### src/rtl/fpu_pkg.sv
// Shared fpu types: command encoding, requester FSM states and
// IEEE field sizes derived from the operand width.
package fpu_pkg;

    typedef enum logic [3:0] {
        ADD = 4'h0,
        SUB = 4'h1,
        MUL = 4'h2,
        DIV = 4'h3
    } fpu_cmd_t;

    typedef enum logic [2:0] {
        IDLE,
        ISSUE,
        WAIT_RES,
        ACK,
        DRAIN
    } req_state_t;

    localparam int CMD_W = 4;
    localparam int SEQ_W = 8;

    function automatic int exp_size(input int bitness);
        if (bitness == 64) return 11;
        if (bitness == 16) return 5;
        return 8;
    endfunction

    function automatic int mant_size(input int bitness);
        return bitness - exp_size(bitness) - 1;
    endfunction

endpackage

### src/rtl/fpu_job_fifo.sv
// Synchronous job FIFO; wrap bit in the pointers separates full from empty.
// A pop frees a slot for a push in the same cycle even when full.
module fpu_job_fifo #(
    parameter int WIDTH = 76,
    parameter int DEPTH = 4
) (
    input  logic             clock,
    input  logic             reset,
    input  logic             push,
    input  logic [WIDTH-1:0] wdata,
    input  logic             pop,
    output logic [WIDTH-1:0] rdata,
    output logic             full,
    output logic             empty
);

    localparam int AW = $clog2(DEPTH);

    logic [AW:0]      wr_ptr;
    logic [AW:0]      rd_ptr;
    logic [WIDTH-1:0] mem [DEPTH];
    logic             do_push;
    logic             do_pop;

    assign empty   = (wr_ptr == rd_ptr);
    assign full    = (wr_ptr[AW] != rd_ptr[AW]) &&
                     (wr_ptr[AW-1:0] == rd_ptr[AW-1:0]);
    assign do_pop  = pop && !empty;
    assign do_push = push && (!full || do_pop);
    assign rdata   = mem[rd_ptr[AW-1:0]];

    always_ff @(posedge clock) begin
        if (reset) begin
            wr_ptr <= '0;
            rd_ptr <= '0;
        end else begin
            if (do_push) wr_ptr <= wr_ptr + 1'b1;
            if (do_pop)  rd_ptr <= rd_ptr + 1'b1;
        end
    end

    always_ff @(posedge clock) begin
        if (do_push) mem[wr_ptr[AW-1:0]] <= wdata;
    end

endmodule

### src/rtl/fpu_requester.sv
// Buffers fpu jobs and issues them one at a time, returning each
// result (or a watchdog timeout) in order through a registered slot.
module fpu_requester
    import fpu_pkg::*;
#(
    parameter int bitness = 32,
    parameter int DEPTH   = 4,
    parameter int TIMEOUT = 64
) (
    input  logic               clock,
    input  logic               reset,
    input  logic               job_valid,
    output logic               job_ready,
    input  logic [bitness-1:0] job_a,
    input  logic [bitness-1:0] job_b,
    input  fpu_cmd_t           job_cmd,
    output logic               fpu_input_rdy,
    input  logic               fpu_input_ack,
    input  logic               fpu_output_rdy,
    output logic               fpu_output_ack,
    output logic [bitness-1:0] fpu_data_a,
    output logic [bitness-1:0] fpu_data_b,
    output fpu_cmd_t           fpu_command,
    input  logic [bitness-1:0] fpu_result,
    output logic               res_valid,
    input  logic               res_ready,
    output logic [bitness-1:0] res_data,
    output logic [SEQ_W-1:0]   res_seq,
    output logic               res_timeout,
    output logic               err_sticky
);

    localparam int JW   = 2*bitness + CMD_W + SEQ_W;
    localparam int WD_W = $clog2(TIMEOUT) + 1;

    req_state_t         state;
    req_state_t         state_n;
    logic               push;
    logic               pop;
    logic               full;
    logic               empty;
    logic [JW-1:0]      wdata;
    logic [JW-1:0]      rdata;
    logic [SEQ_W-1:0]   push_seq;
    logic [SEQ_W-1:0]   cur_seq;
    logic [WD_W-1:0]    wd_cnt;
    logic               drained;
    logic               accept;
    logic               load_res;
    logic               load_to;
    logic               ack_set;
    logic [bitness-1:0] head_a;
    logic [bitness-1:0] head_b;
    fpu_cmd_t           head_cmd;
    logic [SEQ_W-1:0]   head_seq;

    assign job_ready = !full;
    assign push      = job_valid && job_ready;
    assign wdata     = {job_a, job_b, job_cmd, push_seq};

    assign head_a   = rdata[JW-1 -: bitness];
    assign head_b   = rdata[JW-1-bitness -: bitness];
    assign head_cmd = fpu_cmd_t'(rdata[SEQ_W +: CMD_W]);
    assign head_seq = rdata[SEQ_W-1:0];

    fpu_job_fifo #(
        .WIDTH (JW),
        .DEPTH (DEPTH)
    ) u_fifo (
        .clock (clock),
        .reset (reset),
        .push  (push),
        .wdata (wdata),
        .pop   (pop),
        .rdata (rdata),
        .full  (full),
        .empty (empty)
    );

    always_ff @(posedge clock) begin
        if (reset) state <= IDLE;
        else       state <= state_n;
    end

    // Issue is withheld while the slot is occupied, so a result never overwrites one.
    always_comb begin
        state_n  = state;
        pop      = 1'b0;
        accept   = 1'b0;
        load_res = 1'b0;
        load_to  = 1'b0;
        ack_set  = 1'b0;
        unique case (state)
            IDLE: begin
                if (!empty && !res_valid) begin
                    pop     = 1'b1;
                    state_n = ISSUE;
                end
            end
            ISSUE: begin
                if (fpu_input_ack) begin
                    accept  = 1'b1;
                    state_n = WAIT_RES;
                end
            end
            WAIT_RES: begin
                if (fpu_output_rdy) begin
                    load_res = 1'b1;
                    ack_set  = 1'b1;
                    state_n  = ACK;
                end else if (wd_cnt == WD_W'(TIMEOUT - 1)) begin
                    load_to = 1'b1;
                    state_n = DRAIN;
                end
            end
            ACK: begin
                if (!fpu_output_rdy) state_n = IDLE;
            end
            DRAIN: begin
                if (!drained && fpu_output_rdy) ack_set = 1'b1;
                else if (drained && !fpu_output_rdy) state_n = IDLE;
            end
            default: state_n = IDLE;
        endcase
    end

    always_ff @(posedge clock) begin
        if (reset) begin
            push_seq       <= '0;
            cur_seq        <= '0;
            wd_cnt         <= '0;
            drained        <= 1'b0;
            fpu_input_rdy  <= 1'b0;
            fpu_output_ack <= 1'b0;
            fpu_data_a     <= '0;
            fpu_data_b     <= '0;
            fpu_command    <= ADD;
            res_valid      <= 1'b0;
            res_data       <= '0;
            res_seq        <= '0;
            res_timeout    <= 1'b0;
            err_sticky     <= 1'b0;
        end else begin
            fpu_output_ack <= ack_set;
            if (push) push_seq <= push_seq + 1'b1;
            if (pop) begin
                fpu_data_a    <= head_a;
                fpu_data_b    <= head_b;
                fpu_command   <= head_cmd;
                cur_seq       <= head_seq;
                fpu_input_rdy <= 1'b1;
            end
            if (accept) begin
                fpu_input_rdy <= 1'b0;
                wd_cnt        <= '0;
            end else if (state == WAIT_RES) begin
                wd_cnt <= wd_cnt + 1'b1;
            end
            // Late response after a timeout is acked once and thrown away.
            if (load_to) drained <= 1'b0;
            else if (ack_set && state == DRAIN) drained <= 1'b1;
            if (res_valid && res_ready) res_valid <= 1'b0;
            if (load_res || load_to) begin
                res_valid   <= 1'b1;
                res_data    <= load_res ? fpu_result : '0;
                res_seq     <= cur_seq;
                res_timeout <= load_to;
            end
            if (load_to) err_sticky <= 1'b1;
        end
    end

endmodule
### config.mk
export PLATFORM = sky130hd
export DESIGN_NAME = fpu_requester
export DESIGN_NICKNAME = d
export VERILOG_FILES = /design/src/rtl/fpu_pkg.sv /design/src/rtl/fpu_job_fifo.sv /design/src/rtl/fpu_requester.sv
export SDC_FILE = /design/constraint.sdc
export NUM_CORES = 1
export LEC_CHECK = 0
export BUFFER_PORTS_ARGS = -buffer_cell sky130_fd_sc_hd__buf_2
export CAP_MARGIN = 40
export CORE_MARGIN = 4
export CORE_UTILIZATION = 45
export DETAILED_ROUTE_END_ITERATION = 6
export PLACE_DENSITY = 0.74
export SYNTH_ARGS = -nofsm -noshare
export SYNTH_HDL_FRONTEND = slang
export SYNTH_SLANG_ARGS = --single-unit
### constraint.sdc
create_clock -name clock -period 4.67 [get_ports clock]
set_input_delay 1.1675 -clock clock [delete_from_list [all_inputs] [get_ports clock]]
set_output_delay 1.1675 -clock clock [all_outputs]
set_load 0.1 [all_outputs]
==> load_flow_metrics.sql <==
INSERT INTO impl_metrics (metric_group, metric, value, unit) VALUES
('status', 'status', 'completed', ''),
('timing', 'timing.setup.tns', '0', 'ps'),
('synthesis', 'synth_enable_flop_cells', '304', ''),
('cells_and_area', 'final_layout_size_suffix_gt1_frac', '0.3172', ''),
('die', 'design.portCount', '220', ''),
('critical_path', 'critical_path_class', 'flop to primary output', ''),
('global_routing', 'grt_first_pass_wirelength', '51.11', 'mm'),
('critical_path', 'cp_cell_sequence', 'xor2_2 > nor3_4 > inv_1 > buf_2', ''),
('global_routing', 'grt_overflow', '0', ''),
('power_and_ir_drop', 'peakVddDrop', '0.6354', 'mV'),
('timing', 'worst_slew_pin_slew', '750.2', 'ps'),
('synthesis', 'number_of_distinct_library_cell_variants_in_the_gate_level_netlist_after_synthesis', '48', ''),
('clock_network', 'cts-buffers-inserted', '46', ''),
('clock_network', 'cts_tree', 'done', ''),
('routing', 'routed_wirelength_normalized_by_instance_count', '19.23', 'um'),
('synthesis', 'synth.net_count', '1114', ''),
('die', 'core_area', '35740', 'um2'),
('timing', 'hold_violations', '0', ''),
('power_and_ir_drop', 'total_leakage_power', '6.919', 'nW'),
('place', 'io_buffers', '219', ''),
('clock_network', 'clkSinkCount', '450', ''),
('timing', 'final_period_utilization', '0.7770', ''),
('routing', 'drt_pre_antenna_iters', '4', ''),
('routing', 'total_length_of_routed_wires', '33.11', 'mm'),
('routing', 'drc', '0', ''),
('cells_and_area', 'post-route-cell-area', '19440', 'um2'),
('cells_and_area', 'layout_commonest_cell', 'edfxtp_1', ''),
('critical_path', 'timing.critical_path.slowest_cell_delay', '800', 'ps'),
('global_routing', 'antenna_found_initial', '7', ''),
('clock_network', 'clock_transition_at_the_register_clock_pins_on_the_worst_setup_and_hold_paths_after_cts', '60', 'ps'),
('cells_and_area', 'syn_to_final_growth', '18.77', '%'),
('timing', 'slew_headroom', '0.4998', ''),
('timing', 'grt_setup_unrepaired', 'no', ''),
('clock_network', 'cts_root_buffer', 'clkbuf_16', ''),
('critical_path', 'worst_ep_required_time', '3500', 'ps'),
('die', 'fp.dieW', '198.7', 'um'),
('routing', 'starting_drc_count_in_detailed_routing', '320', ''),
('cells_and_area', 'final_net_count', '1335', ''),
('power_and_ir_drop', 'total_switching_power', '4.825', 'mW'),
('clock_network', 'htreeDepth', '2', ''),
('synthesis', 'synth.yosys.seq_area_share', '0.7364', ''),
('synthesis', 'synthCells', '1001', ''),
('synthesis', 'synth_area', '16370', 'um2'),
('cells_and_area', 'most-common-layout-cells', 'edfxtp_1, buf_2, nand2_1, dfxtp_1, a21oi_1', ''),
('power_and_ir_drop', 'power.share.switching', '0.3852', ''),
('synthesis', 'synth_simple_gate_area_frac', '0.05979', ''),
('routing', 'vias_per_cell', '5.285', ''),
('clock_network', 'cts.hold.buffers_added', '0', ''),
('clock_network', 'insertion_delay', '550', 'ps'),
('timing', 'report.final.setup_viol', '0', ''),
('timing', 'period_needed', '3628', 'ps'),
('hold_path', 'hold_path.class', 'flop to flop', ''),
('global_routing', 'via_count_of_the_first_global_routing_pass', '9403', ''),
('global_routing', 'maximum_number_of_pins_on_one_net_before_global_route_repair', '55', ''),
('place', 'placed_cell_area', '17990', 'um2'),
('critical_path', 'worst-path-max-fanout', '32', ''),
('synthesis', 'ys.warnings.count', '0', ''),
('timing', 'slew_violations', '0', ''),
('power_and_ir_drop', 'power_frac_comb', '0.324', ''),
('routing', 'vias', '9100', ''),
('power_and_ir_drop', 'pwr_density_cell', '644.4', 'nW/um2'),
('power_and_ir_drop', 'p_int', '7.701', 'mW'),
('place', 'gp_congestion', '0.7675', ''),
('job', 'max-cap-violations', '0', ''),
('clock_network', 'cts.repair_timing.setup_buffer_count', '0', ''),
('synthesis', 'synth-xor-area-share', '0.008563', ''),
('critical_path', 'crit_path_start_kind', 'flop', ''),
('critical_path', 'critical_path_arrival', '2460', 'ps'),
('synthesis', 'synth_compound_gate_area_share', '0.05795', ''),
('synthesis', 'synth_area_in_adders', '0.005352', ''),
('routing', 'drt.antenna.violating_nets', '0', '');
[layer usage]
layer | track usage | up-vias | wire (um)
li1 | - | 4265 | -
met1 | 0.2048 | 4490 | 13410
met2 | 0.2876 | 276 | 16650
met3 | 0.03980 | 59 | 2224
met4 | 0.05724 | 10 | 760
met5 | 0 | - | 62
[path summary, 6_finish.rpt]
path | from | slack (ps) | endpoint | depth (start not counted)
worst max-delay path | u_fifo.rd_ptr[0]$_SDFFE_PP0P_ | 1040 | job_ready | 4
worst min register to register | fpu_data_a[7]$_SDFFE_PP0P_ | 450 | fpu_data_a[7]$_SDFFE_PP0P_ | 2
worst max register to register | u_fifo.rd_ptr[0]$_SDFFE_PP0P_ | 1770 | u_fifo.mem[2][55]$_DFFE_PP_ | 5
worst min-delay path | fpu_data_a[7]$_SDFFE_PP0P_ | 450 | fpu_data_a[7]$_SDFFE_PP0P_ | 2
[registers in the layout (all words and copies together) (netlist names), 3 cells and up]
| register | flops |
|---|---|
| res_data | 32 |
| push_seq | 8 |
| fpu_data_a | 32 |
| fpu_data_b | 32 |
| wd_cnt | 7 |
| cur_seq | 8 |
| u_fifo.mem | 304 |
| u_fifo.rd_ptr | 3 |
| u_fifo.wr_ptr | 3 |
| state | 3 |
| res_seq | 8 |
| fpu_command | 4 |
[worst max-delay path, delay by kind of cell (launching register included)]
family	cells	cell delay [ps]
buf+inv	2	540
simple gates	1	110
xor+xnor	1	460
flops	1	800
[stage by stage]
stage	setup WS, ps	power (mW)	util	std cells	hold slack [ps]
4_1_cts	929.9	12.72	0.5436	1719	452.9
5_1_grt	843.8	13.11	0.5437	1720	472.3
3_3_place_gp	1362	9.126	0.5008	1630	440.4
3_5_place_dp	1545	9.243	0.5033	1635	444.6
6_report	1042	12.53	0.5438	1722	449.7
2_1_floorplan	1139	8.380	-	1001	435.0
[synthesized netlist by cell type (2+ instances only)]
cell type,number,area share
buf_2,25,0.0076
inv_1,8,0.0018
xor2_1,7,0.0037
o31ai_1,4,0.0018
edfxtp_1,304,0.56
nor2_1,17,0.0039
or4_1,3,0.0014
o21ai_1,2,0.00061
mux2i_1,12,0.0073
dfxtp_1,146,0.18
and2_1,3,0.0011
nand3_1,3,0.00092
ha_1,7,0.0054
o31ai_4,2,0.0026
buf_4,4,0.0018
o21ai_0,6,0.0018
and3_1,4,0.0015
nand2b_1,2,0.00076
xnor2_1,4,0.0021
nand4_1,5,0.0019
mux4_2,76,0.10
or3_1,4,0.0015
a32o_1,32,0.020
a21oi_1,89,0.027
nand2_1,176,0.040
a31o_2,2,0.0011
clkbuf_1,33,0.0076
[logic make-up (layout without fill, tap and decap cells)]
kind of cell / after synthesis / in the layout
DFF: 450 / 450
xor gates and xnor gates: 13 / 13
buffers and inverters: 73 / 330
adders and majority gates: 7 / 7
AOI/OAI and AO/OA: 143 / 143
muxes: 88 / 88
other: 0 / 3
and+or+nand+nor: 227 / 227
[layout make-up]
type	count	area (um2)
fillers	2893	16300
flip-flops and latches	450	12060
inverters	9	36.28
clock inverters	20	131.4
clock buffers	64	1310
well taps	461	576.8
multi-input cells	478	4005
diodes	3	7.507
repair buffers	237	1311
[power groups by stage]
stage	Sequential, mW	Clock [mW]	Combinational [mW]
2_1_floorplan	6.88	0	1.50
3_3_place_gp	5.10	0	4.03
3_5_place_dp	5.13	0	4.12
4_1_cts	5.05	3.55	4.12
5_1_grt	5.09	3.71	4.30
6_report	5.03	3.44	4.05
No activity file was read; power rests on OpenSTA's default activity.
